File: src/rtl/mxalu_seq.sv
// Sliced multi-cycle ALU: one SLICE-bit slice per clock, LSB slice first.
// Latency: out_valid rises NSLICE cycles after the accepting edge.
// Backpressure: result held in DONE until out_ready; no accept until back in IDLE.
//
// Ports:
//   clk, rst_n         clock, synchronous active-low reset
//   cs_n               chip select (active low), gates acceptance only
//   in_valid/in_ready  request handshake; opcode, a, b, cin sampled on accept
//   out_valid/out_ready result handshake; f, cout, zero, a_b, ovf
// Build option: define MXALU_OVF_EN to compute signed overflow on ovf;
// otherwise ovf is tied to 0.
module mxalu_seq #(
    parameter int WIDTH = 32,
    parameter int SLICE = 8
) (
    input  logic             clk,
    input  logic             rst_n,
    input  logic             cs_n,
    input  logic             in_valid,
    output logic             in_ready,
    input  logic [3:0]       opcode,
    input  logic [WIDTH-1:0] a,
    input  logic [WIDTH-1:0] b,
    input  logic             cin,
    output logic             out_valid,
    input  logic             out_ready,
    output logic [WIDTH-1:0] f,
    output logic             cout,
    output logic             zero,
    output logic             a_b,
    output logic             ovf
);
    localparam int NSLICE = WIDTH / SLICE;
    localparam int IW = (NSLICE > 1) ? $clog2(NSLICE) : 1;
    localparam logic [IW-1:0] LAST = IW'(NSLICE - 1);

    generate
        if (SLICE < 1 || WIDTH < SLICE || (WIDTH % SLICE) != 0) begin : g_bad_cfg
            $error("mxalu_seq: WIDTH must be a non-zero multiple of SLICE");
        end
    endgenerate

    typedef enum logic [1:0] {IDLE, RUN, DONE} state_t;
    state_t state, state_nxt;

    // Operands are shifted right one slice per RUN cycle so the active
    // slice always sits in the low SLICE bits.
    logic [3:0]       op_r;
    logic [WIDTH-1:0] a_sh, b_sh;
    logic [WIDTH-1:0] f_acc;
    logic             carry;
    logic             zero_acc, ab_acc;
    logic [IW-1:0]    idx;

    logic             accept;
    logic             arith;
    logic [SLICE-1:0] a_s, b_s, bop_s, res_s;
    logic [SLICE:0]   sum_s;
    logic [WIDTH-1:0] f_nxt;
    logic             carry_init;

    assign accept = (state == IDLE) && in_valid && !cs_n;

    always_ff @(posedge clk) begin
        if (!rst_n) state <= IDLE;
        else        state <= state_nxt;
    end

    always_comb begin
        state_nxt = state;
        in_ready  = 1'b0;
        out_valid = 1'b0;
        case (state)
            IDLE: begin
                in_ready = !cs_n;
                if (in_valid && !cs_n) state_nxt = RUN;
            end
            RUN: begin
                if (idx == LAST) state_nxt = DONE;
            end
            DONE: begin
                out_valid = 1'b1;
                if (out_ready) state_nxt = IDLE;
            end
            default: state_nxt = IDLE;
        endcase
    end

    // Carry seeded at accept; subtraction variants run as A + ~B + c.
    always_comb begin
        carry_init = 1'b0;
        case (opcode)
            4'h9, 4'hC:  carry_init = 1'b1;
            4'hA, 4'hB:  carry_init = cin;
            default:     carry_init = 1'b0;
        endcase
    end

    // Current slice: effective B operand, adder and logic result.
    always_comb begin
        arith = op_r[3];
        a_s   = a_sh[SLICE-1:0];
        b_s   = b_sh[SLICE-1:0];
        case (op_r)
            4'h9, 4'hB, 4'hF: bop_s = ~b_s;
            4'hC:             bop_s = '0;
            4'hD:             bop_s = '1;
            4'hE:             bop_s = a_s;
            default:          bop_s = b_s;
        endcase
        sum_s = {1'b0, a_s} + {1'b0, bop_s} + {{SLICE{1'b0}}, carry};
        res_s = sum_s[SLICE-1:0];
        if (!arith) begin
            case (op_r[2:0])
                3'd0:    res_s = a_s;
                3'd1:    res_s = ~a_s;
                3'd2:    res_s = a_s & b_s;
                3'd3:    res_s = a_s | b_s;
                3'd4:    res_s = a_s ^ b_s;
                3'd5:    res_s = ~(a_s ^ b_s);
                3'd6:    res_s = a_s & ~b_s;
                default: res_s = '0;
            endcase
        end
        // New slice enters at the top; after NSLICE shifts slice 0 is at the LSB.
        f_nxt = (f_acc >> SLICE) | (WIDTH'(res_s) << (WIDTH - SLICE));
    end

    always_ff @(posedge clk) begin
        if (!rst_n) begin
            op_r     <= '0;
            a_sh     <= '0;
            b_sh     <= '0;
            f_acc    <= '0;
            carry    <= 1'b0;
            zero_acc <= 1'b0;
            ab_acc   <= 1'b0;
            idx      <= '0;
            f        <= '0;
            cout     <= 1'b0;
            zero     <= 1'b0;
            a_b      <= 1'b0;
        end else begin
            if (accept) begin
                op_r     <= opcode;
                a_sh     <= a;
                b_sh     <= b;
                carry    <= carry_init;
                zero_acc <= 1'b1;
                ab_acc   <= 1'b1;
                idx      <= '0;
            end else if (state == RUN) begin
                a_sh     <= a_sh >> SLICE;
                b_sh     <= b_sh >> SLICE;
                f_acc    <= f_nxt;
                carry    <= sum_s[SLICE];
                zero_acc <= zero_acc & (res_s == '0);
                ab_acc   <= ab_acc & (a_s == b_s);
                idx      <= idx + 1'b1;
                // Visible outputs only move on entry to DONE.
                if (idx == LAST) begin
                    f    <= f_nxt;
                    cout <= arith & sum_s[SLICE];
                    zero <= zero_acc & (res_s == '0);
                    a_b  <= ab_acc & (a_s == b_s);
                end
            end
        end
    end

`ifdef MXALU_OVF_EN
    // Same-sign operands producing a different-sign result is equivalent
    // to carry-into-MSB XOR carry-out-of-MSB.
    always_ff @(posedge clk) begin
        if (!rst_n) begin
            ovf <= 1'b0;
        end else if (state == RUN && idx == LAST) begin
            ovf <= arith & (a_s[SLICE-1] == bop_s[SLICE-1])
                         & (res_s[SLICE-1] != a_s[SLICE-1]);
        end
    end
`else
    assign ovf = 1'b0;
`endif

endmodule
File: config.mk
export PLATFORM = sky130hd
export DESIGN_NAME = mxalu_seq
export DESIGN_NICKNAME = d
export VERILOG_FILES = /design/src/rtl/mxalu_seq.sv
export SDC_FILE = /design/constraint.sdc
export NUM_CORES = 1
export LEC_CHECK = 0
export ABC_AREA = 1
export ABC_CLOCK_PERIOD_IN_PS = 3170
export BUFFER_PORTS_ARGS = -buffer_cell sky130_fd_sc_hd__buf_2
export CELL_PAD_IN_SITES_DETAIL_PLACEMENT = 0
export CELL_PAD_IN_SITES_GLOBAL_PLACEMENT = 2
export CORE_MARGIN = 10
export CORE_UTILIZATION = 26
export DETAILED_ROUTE_END_ITERATION = 7
export PLACE_DENSITY = 0.67
export SYNTH_ARGS = -nofsm -noshare
export SYNTH_HDL_FRONTEND = slang
export SYNTH_SLANG_ARGS = --single-unit
File: constraint.sdc
create_clock -name clk -period 3.17 [get_ports clk]
set_clock_uncertainty 0.1 [all_clocks]
set_input_delay 0.4755 -clock clk [delete_from_list [all_inputs] [get_ports clk]]
set_output_delay 0.4755 -clock clk [all_outputs]
set_load 0.1 [all_outputs]
### Word level (Yosys, flattened, before mapping)

Cells that the tools add are included.

| operators by class | value |
|---|---|
| $lt $le $gt $ge | 0 |
| bitwise gates (word level) | 13 |
| multipliers | 0 |
| divide/modulo/power cells | 0 |
| shift operators | 0 |
| eq/ne operators | 23 |
| mux-type cells | 20 |
| reduce and logical (&&, ||, !) cells | 15 |
| $add $sub $neg | 3 |

Operators by type and width:

| operator | number |
|---|---|
| two-way mux 32 bit | 4 |
| case mux 8 bit (7 select lines) | 1 |
| equality test 4 bit, second input constant | 10 |
| OR 24 x 32 -> 32 bit | 1 |
| case mux 8 bit (4 select lines) | 1 |
| NOT 8 bit | 3 |
| bitwise AND 8 bit | 2 |
| adder 8 x 8 -> 9 bit | 1 |
| adder 9 x 1 -> 9 bit | 1 |
| equality test 3 bit, second input constant | 3 |
| equality test 8 bit | 1 |
| logical NOT 8 bit | 1 |
| two-way mux 1 bit | 8 |
| two-way mux 8 bit | 1 |
| OR 8 bit | 1 |
| bitwise XOR 8 bit | 1 |
| equality test 3 x 2 -> 1 bit, second input constant | 2 |
| two-way mux 2 bit | 3 |
| case mux 2 bit (3 select lines) | 1 |
| AND reduction 3 bit | 2 |
| OR reduction 2 bit | 3 |
| equality test 2 bit, second input constant | 2 |
| != test 2 bit, second input constant | 2 |
| bitwise AND 1 bit | 3 |
| 13 further kinds | 16 |

| storage, ports and cells | value |
|---|---|
| input bits | 74 |
| output and inout port bits | 38 |
| memories kept | 0 |
| latch bits | 0 |
| memory bits (writable) | 0 |
| bits in registers | 142 |
| word-level logic and storage cells | 87 |
| bits in read-only memories | 0 |

### Logic depth before layout (Yosys ltp)

| depth | value |
|---|---|
| depth in word-level cells | 10 |
| gate-level depth with buffers | 20 |
| gate-level depth less buffers | 19 |

### Least setup slack after synthesis

OpenSTA, ideal clock, no wires.

| timing | value |
|---|---|
| path type | in2reg |
| start | input port cs_n |
| end | register a_sh[20] |
| required time | 2.937 ns |
| buffers on the path | 2 |
| arrival time | 3.754 ns |
| slack | -0.817 ns |
| cell stages on the path | 8 |
| library setup time | 0.133 ns |
| cells stage by stage | nor3_1 > nand2_1 > nand2_2 > inv_2 > buf_2 > buf_1 > nand2_1 > a31oi_1 |

| on the way | value |
|---|---|
| longest elaborated chain between the ends | 3 |
| elaborated cells on any way between the ends | 4 |
| those cells by class | 1 x mux; 3 x reduce/logical |

Ends and longest elaborated chain:

| item | line | text |
|---|---|---|
| from (decl) | 18 | `input logic cs_n,` |
| logical NOT 1 bit * | 62 | `assign accept = (state == IDLE) && in_valid && !cs_n;` |
| logical AND 1 bit * | 62 |  |
| two-way mux 32 bit or nonzero test 2 bit (tied branches) | -- |  |
| to (signal assigned) | 153 | `a_sh <= a_sh >> SLICE;` |
| to (decl) | 49 | `logic [WIDTH-1:0] a_sh, b_sh;` |

Mark *: on every way between the ends. The rest lies on a longest branch, timed or not.
A chain may end at the register's enable or synchronous reset.

### Worst setup path after layout

| timing | value |
|---|---|
| start | register op_r[0] |
| end | register zero |

| on the way | value |
|---|---|
| longest elaborated chain between the ends | 8 |
| elaborated cells on any way between the ends | 21 |
| those cells by class | 2 x add/sub; 12 x eq/ne; 3 x mux; 1 x bitwise; 3 x reduce/logical |

Ends and longest elaborated chain:

| item | line | text |
|---|---|---|
| from (decl) | 48 | `logic [3:0] op_r;` |
| from (signal assigned) | 145 | `op_r <= opcode;` |
| equality test 4 bit | 104 | `case (op_r)` |
| OR reduction 3 bit | 104 |  |
| case mux 8 bit (4 select lines) | 104 |  |
| adder 8 x 8 -> 9 bit | 111 | `sum_s = {1'b0, a_s} + {1'b0, bop_s} + {{SLICE{1'b0}}, carry};` |
| adder 9 x 1 -> 9 bit | 111 |  |
| two-way mux 8 bit * | 113 | `if (!arith) begin` |
| logical NOT 8 bit * | 164 | `zero <= zero_acc & (res_s == '0);` |
| bitwise AND 1 bit * | 164 |  |
| to (signal assigned) | 164 |  |
| to (decl) | 29 | `output logic zero,` |

Marks and branches as above.

==> summary.txt <==
STA
  • Worst Slack Setup Final: 353.1 ps
  • TNS Setup: 0 ps
  • FMAX: 355.0 MHz
  • Total count of hold-check failures in the final report: 0
  • Hold_ws: slightly above 200 ps
  • Slew Limit Fails: 0
  • Period minus WS final: 2817 ps
  • Worst rel slew slack: 42.60%
  • Setup Viol. Count Final: 0
  • Period utilisation layout: 88.86%
  • Unrepaired setup endpoints after global routing: no
  • Worst slew pin tran: 860.1 ps

CTS
  • Clk_lat worst skew: 420 ps
  • Maximum buffer depth of the clock tree: 2
  • Hold-fix buffers at CTS: 0
  • H-tree levels: 4
  • Clock tree root driver cell: clkbuf_16
  • Reg clk slew, reported paths: 60 ps
  • Cts bufs inserted: 17
  • CTS tree: built
  • Clk sink count: ~130

Global routing
  • First-pass GRT wire length: 34750 microns
  • Remaining global-route overflow: 0
  • GR Util All Layers: 14.11%
  • Vias in the first global route: 6225
  • Initial antenna violation count: 3
  • Largest net degree at the start of global routing: 79

Worst setup path
  • Critical path's slowest cell: fa_1
  • Worst path top cell family by delay: simple AND/OR/NAND/NOR gates
  • WP buf/inv: 3
  • Worst EP arrival: 3060 ps
  • Element type at the critical path end: flop
  • Cell repeated most along the worst path: nand2_1
  • Critical Path RT: 3420 ps
  • Crit path kind: flop to flop
  • CP cell instances: inv_2 > nand2_1 > inv_2 > nand3_2 > nor2_1 > o32ai_2 > fa_1 > inv_1 > fa_1 > nand2_1 > nand2_1 > nor2_1 > nand2_1 > nor2_1 > nand4_1 > a21oi_1
  • Crit-path max FO: 8
  • CP peak stage delay: 410 ps
  • Crit path launch type: flop

Finish
  • Non-Filler Instances: 1334
  • # fillers: 2669
  • Area delta synth->final: 25.65%
  • Flip-flop and latch area: 0.002684 sq mm
  • Commonest non-fill, non-tap cell in the layout: nand2_1
  • Share of post-route cells with drive strength above 1: 19.64%
  • Area occupied by multi-input gates: about 0.0031 sq mm
  • Final nets: 1092
  • Post-Route Utilization: 33.40%
  • Most frequent cells in the layout: 253 x nand2_1, 133 x dfxtp_1, 112 x nor2_1

Synthesis
  • Fraction of registers with async set or reset after synthesis: 0%
  • Synth top area share: 42.87%
  • Synth area leaders: dfxtp_1 43%, nand2_1 15%, nor2_1 6.8%, a21oi_1 5.0%, inv_1 4.0%
  • Synthesized area per cell: between 7 and 8 sq um
  • Top FF cell, synth: dfxtp_1
  • Post-synthesis cell count: 891
  • Area leader, netlist: dfxtp_1
  • Seq cells post-synth: 134
  • EDFF count, synth: 0
  • Post-synthesis cell area: approximately 0.0063 sq mm
  • Synth Net Count: about 1000
  • Post-synth cell types: 37
  • Seq/Total Area, Yosys: 42.87%
  • Syn. warnings: 0

Power and ir drop
  • Net switching power: 0.001225 W
  • Peak VDD IR: 0.2652 mV
  • Switching Fraction: 27.94%
  • Combinational power share: 13.6%
  • Clk pwr share: 45.1%
  • Internal: 0.003159 W
  • Power density cells: about 560 mW/mm^2
  • Flop pwr share: around 41%
  • P_leak: 3.533 nW

Drt
  • Detail Route Antenna Nets: 0
  • Routed length per instance: 15.84 microns
  • DRC viols: 0
  • Iteration count of the initial detailed-routing pass: 4
  • Iter 0 DRT Violations: 415
  • Total Wirelength: about 21000 microns
  • DR vias: 5985
  • Number of vias per cell: 4.487

Run status
  • Outcome: finished, final reports clean

Place
  • Placer Congestion: 0.8261
  • Placed Instances: 1300
  • Pre-CTS setup slack: 213.4 ps
  • Detailed-placement wirelength estimate: 15350 microns
  • Port buffer count: 110

Worst hold path
  • Class of the worst hold path: input pin to flop

Die
  • I/O Pins: 112
  • Die Width: 175.1 microns
  • Initial core utilization: 26.58%
  • Core Footprint: approximately 0.024 sq mm
  • Die height: between 150 and 200 microns
  • # rows: 56
  • Full die area: 0.03067 sq mm

Flow run
  • Max cap viols: 0
power groups by stage:
stage / sequential [W] / clock, W / combinational (W)
3_5_place_dp: 0.00184 / 0 / 0.000603
2_1_floorplan: 0.00183 / 0 / 0.000381
4_1_cts: 0.00181 / 0.00203 / 0.000606
3_3_place_gp: 0.00184 / 0 / 0.000611
5_1_grt: 0.00182 / 0.00211 / 0.000685
6_report: 0.00181 / 0.00198 / 0.000597
stage by stage:
| stage | instance area, sq um | power, W |
|---|---|---|
| after floorplan | 6262 | 0.002207 |
| after detailed placement | 7249 | 0.002448 |
| after CTS | 7841 | 0.004448 |
| after global routing | 7858 | 0.004611 |
| after global placement | 7249 | 0.002455 |
| final | 7863 | 0.004384 |
flip-flops by register name, summed over array words and instances (netlist names):
name      count
f_acc        24
state         2
a_b           1
carry         1
cout          1
b_sh         32
f            32
ab_acc        1
zero_acc      1
zero          1
a_sh         32
op_r          4
idx           2
cell type report:
| cell class | instances | area share (%) |
|---|---|---|
| Multi-Input combinational cell | 624 | 39.12 |
| Sequential cell | 134 | 34.13 |
| Timing Repair Buffer | 142 | 10.22 |
| Clock buffer | 19 | 5.633 |
| Tap cell | 319 | 5.076 |
| Inverter | 81 | 3.867 |
| Clock inverter | 13 | 1.894 |
| Antenna cell | 2 | 0.06365 |
worst register-to-register path, cell delays in order, from the launching register on:
cell and delay [ps]:
dfxtp_1 320, inv_2 110, nand2_1 100, inv_2 120, nand3_2 170, nor2_1 180
o32ai_2 110, fa_1 360, inv_1 90, fa_1 410, nand2_1 70, nand2_1 90
nor2_1 110, nand2_1 50, nor2_1 130, nand4_1 100, a21oi_1 120
cell families (layout without fill, tap and decap cells):
family | count (synthesis) | after routing | share of synthesized area (%)
AND/OR/NAND/NOR | 408 | 408 | 25.62
AO/OA/AOI/OAI | 193 | 193 | 18.64
flip-flops | 134 | 134 | 42.87
buffers and inverters | 133 | 255 | 8.418
adder cells (fa/ha/maj) | 18 | 18 | 3.839
XOR/XNOR | 4 | 4 | 0.5600
other | 1 | 3 | 0.05993
path summary, 6_finish.rpt:
kind	start	endpoint	slack [ps]	cells after the start
min	b[0]	b_sh[0]$_SDFFE_PN0P_	200	3
max reg2reg	op_r[0]$_SDFFE_PN0P_	zero$_SDFFE_PN0P_	350	16
min reg2reg	f_acc[9]$_SDFFE_PN0P_	f_acc[9]$_SDFFE_PN0P_	360	2
max	op_r[0]$_SDFFE_PN0P_	zero$_SDFFE_PN0P_	350	16
synth_stat cells (6+ instances only):
cell	instances
buf_1	6
o21ai_1	7
nand2_1	254
nand4_1	6
a31oi_1	33
nand3_1	24
o211ai_1	7
a221oi_1	17
nor2_1	113
o21ai_0	44
o32ai_1	8
clkbuf_1	30
buf_2	13
inv_2	13
a21oi_1	62
inv_1	67
dfxtp_1	134
ha_1	16
a211oi_1	7
layer usage:
layer / global-route usage [%] / up-vias / routed length [microns] / part of all wire [%]
li1: - / 3149 / - / -
met1: 18.84 / 2716 / 10510 / 50
met2: 21.64 / 102 / 9243 / 44
met3: 3.923 / 16 / 1137 / 5.4
met4: 4.133 / 2 / 224 / 1.1
met5: 0 / - / 8 / 0.038
timing repair:
item,in CTS,in global routing
setup endpoints to repair,0,11
buffers inserted,0,0
gates resized for setup,0,4
No activity file was read; power rests on OpenSTA's default activity.
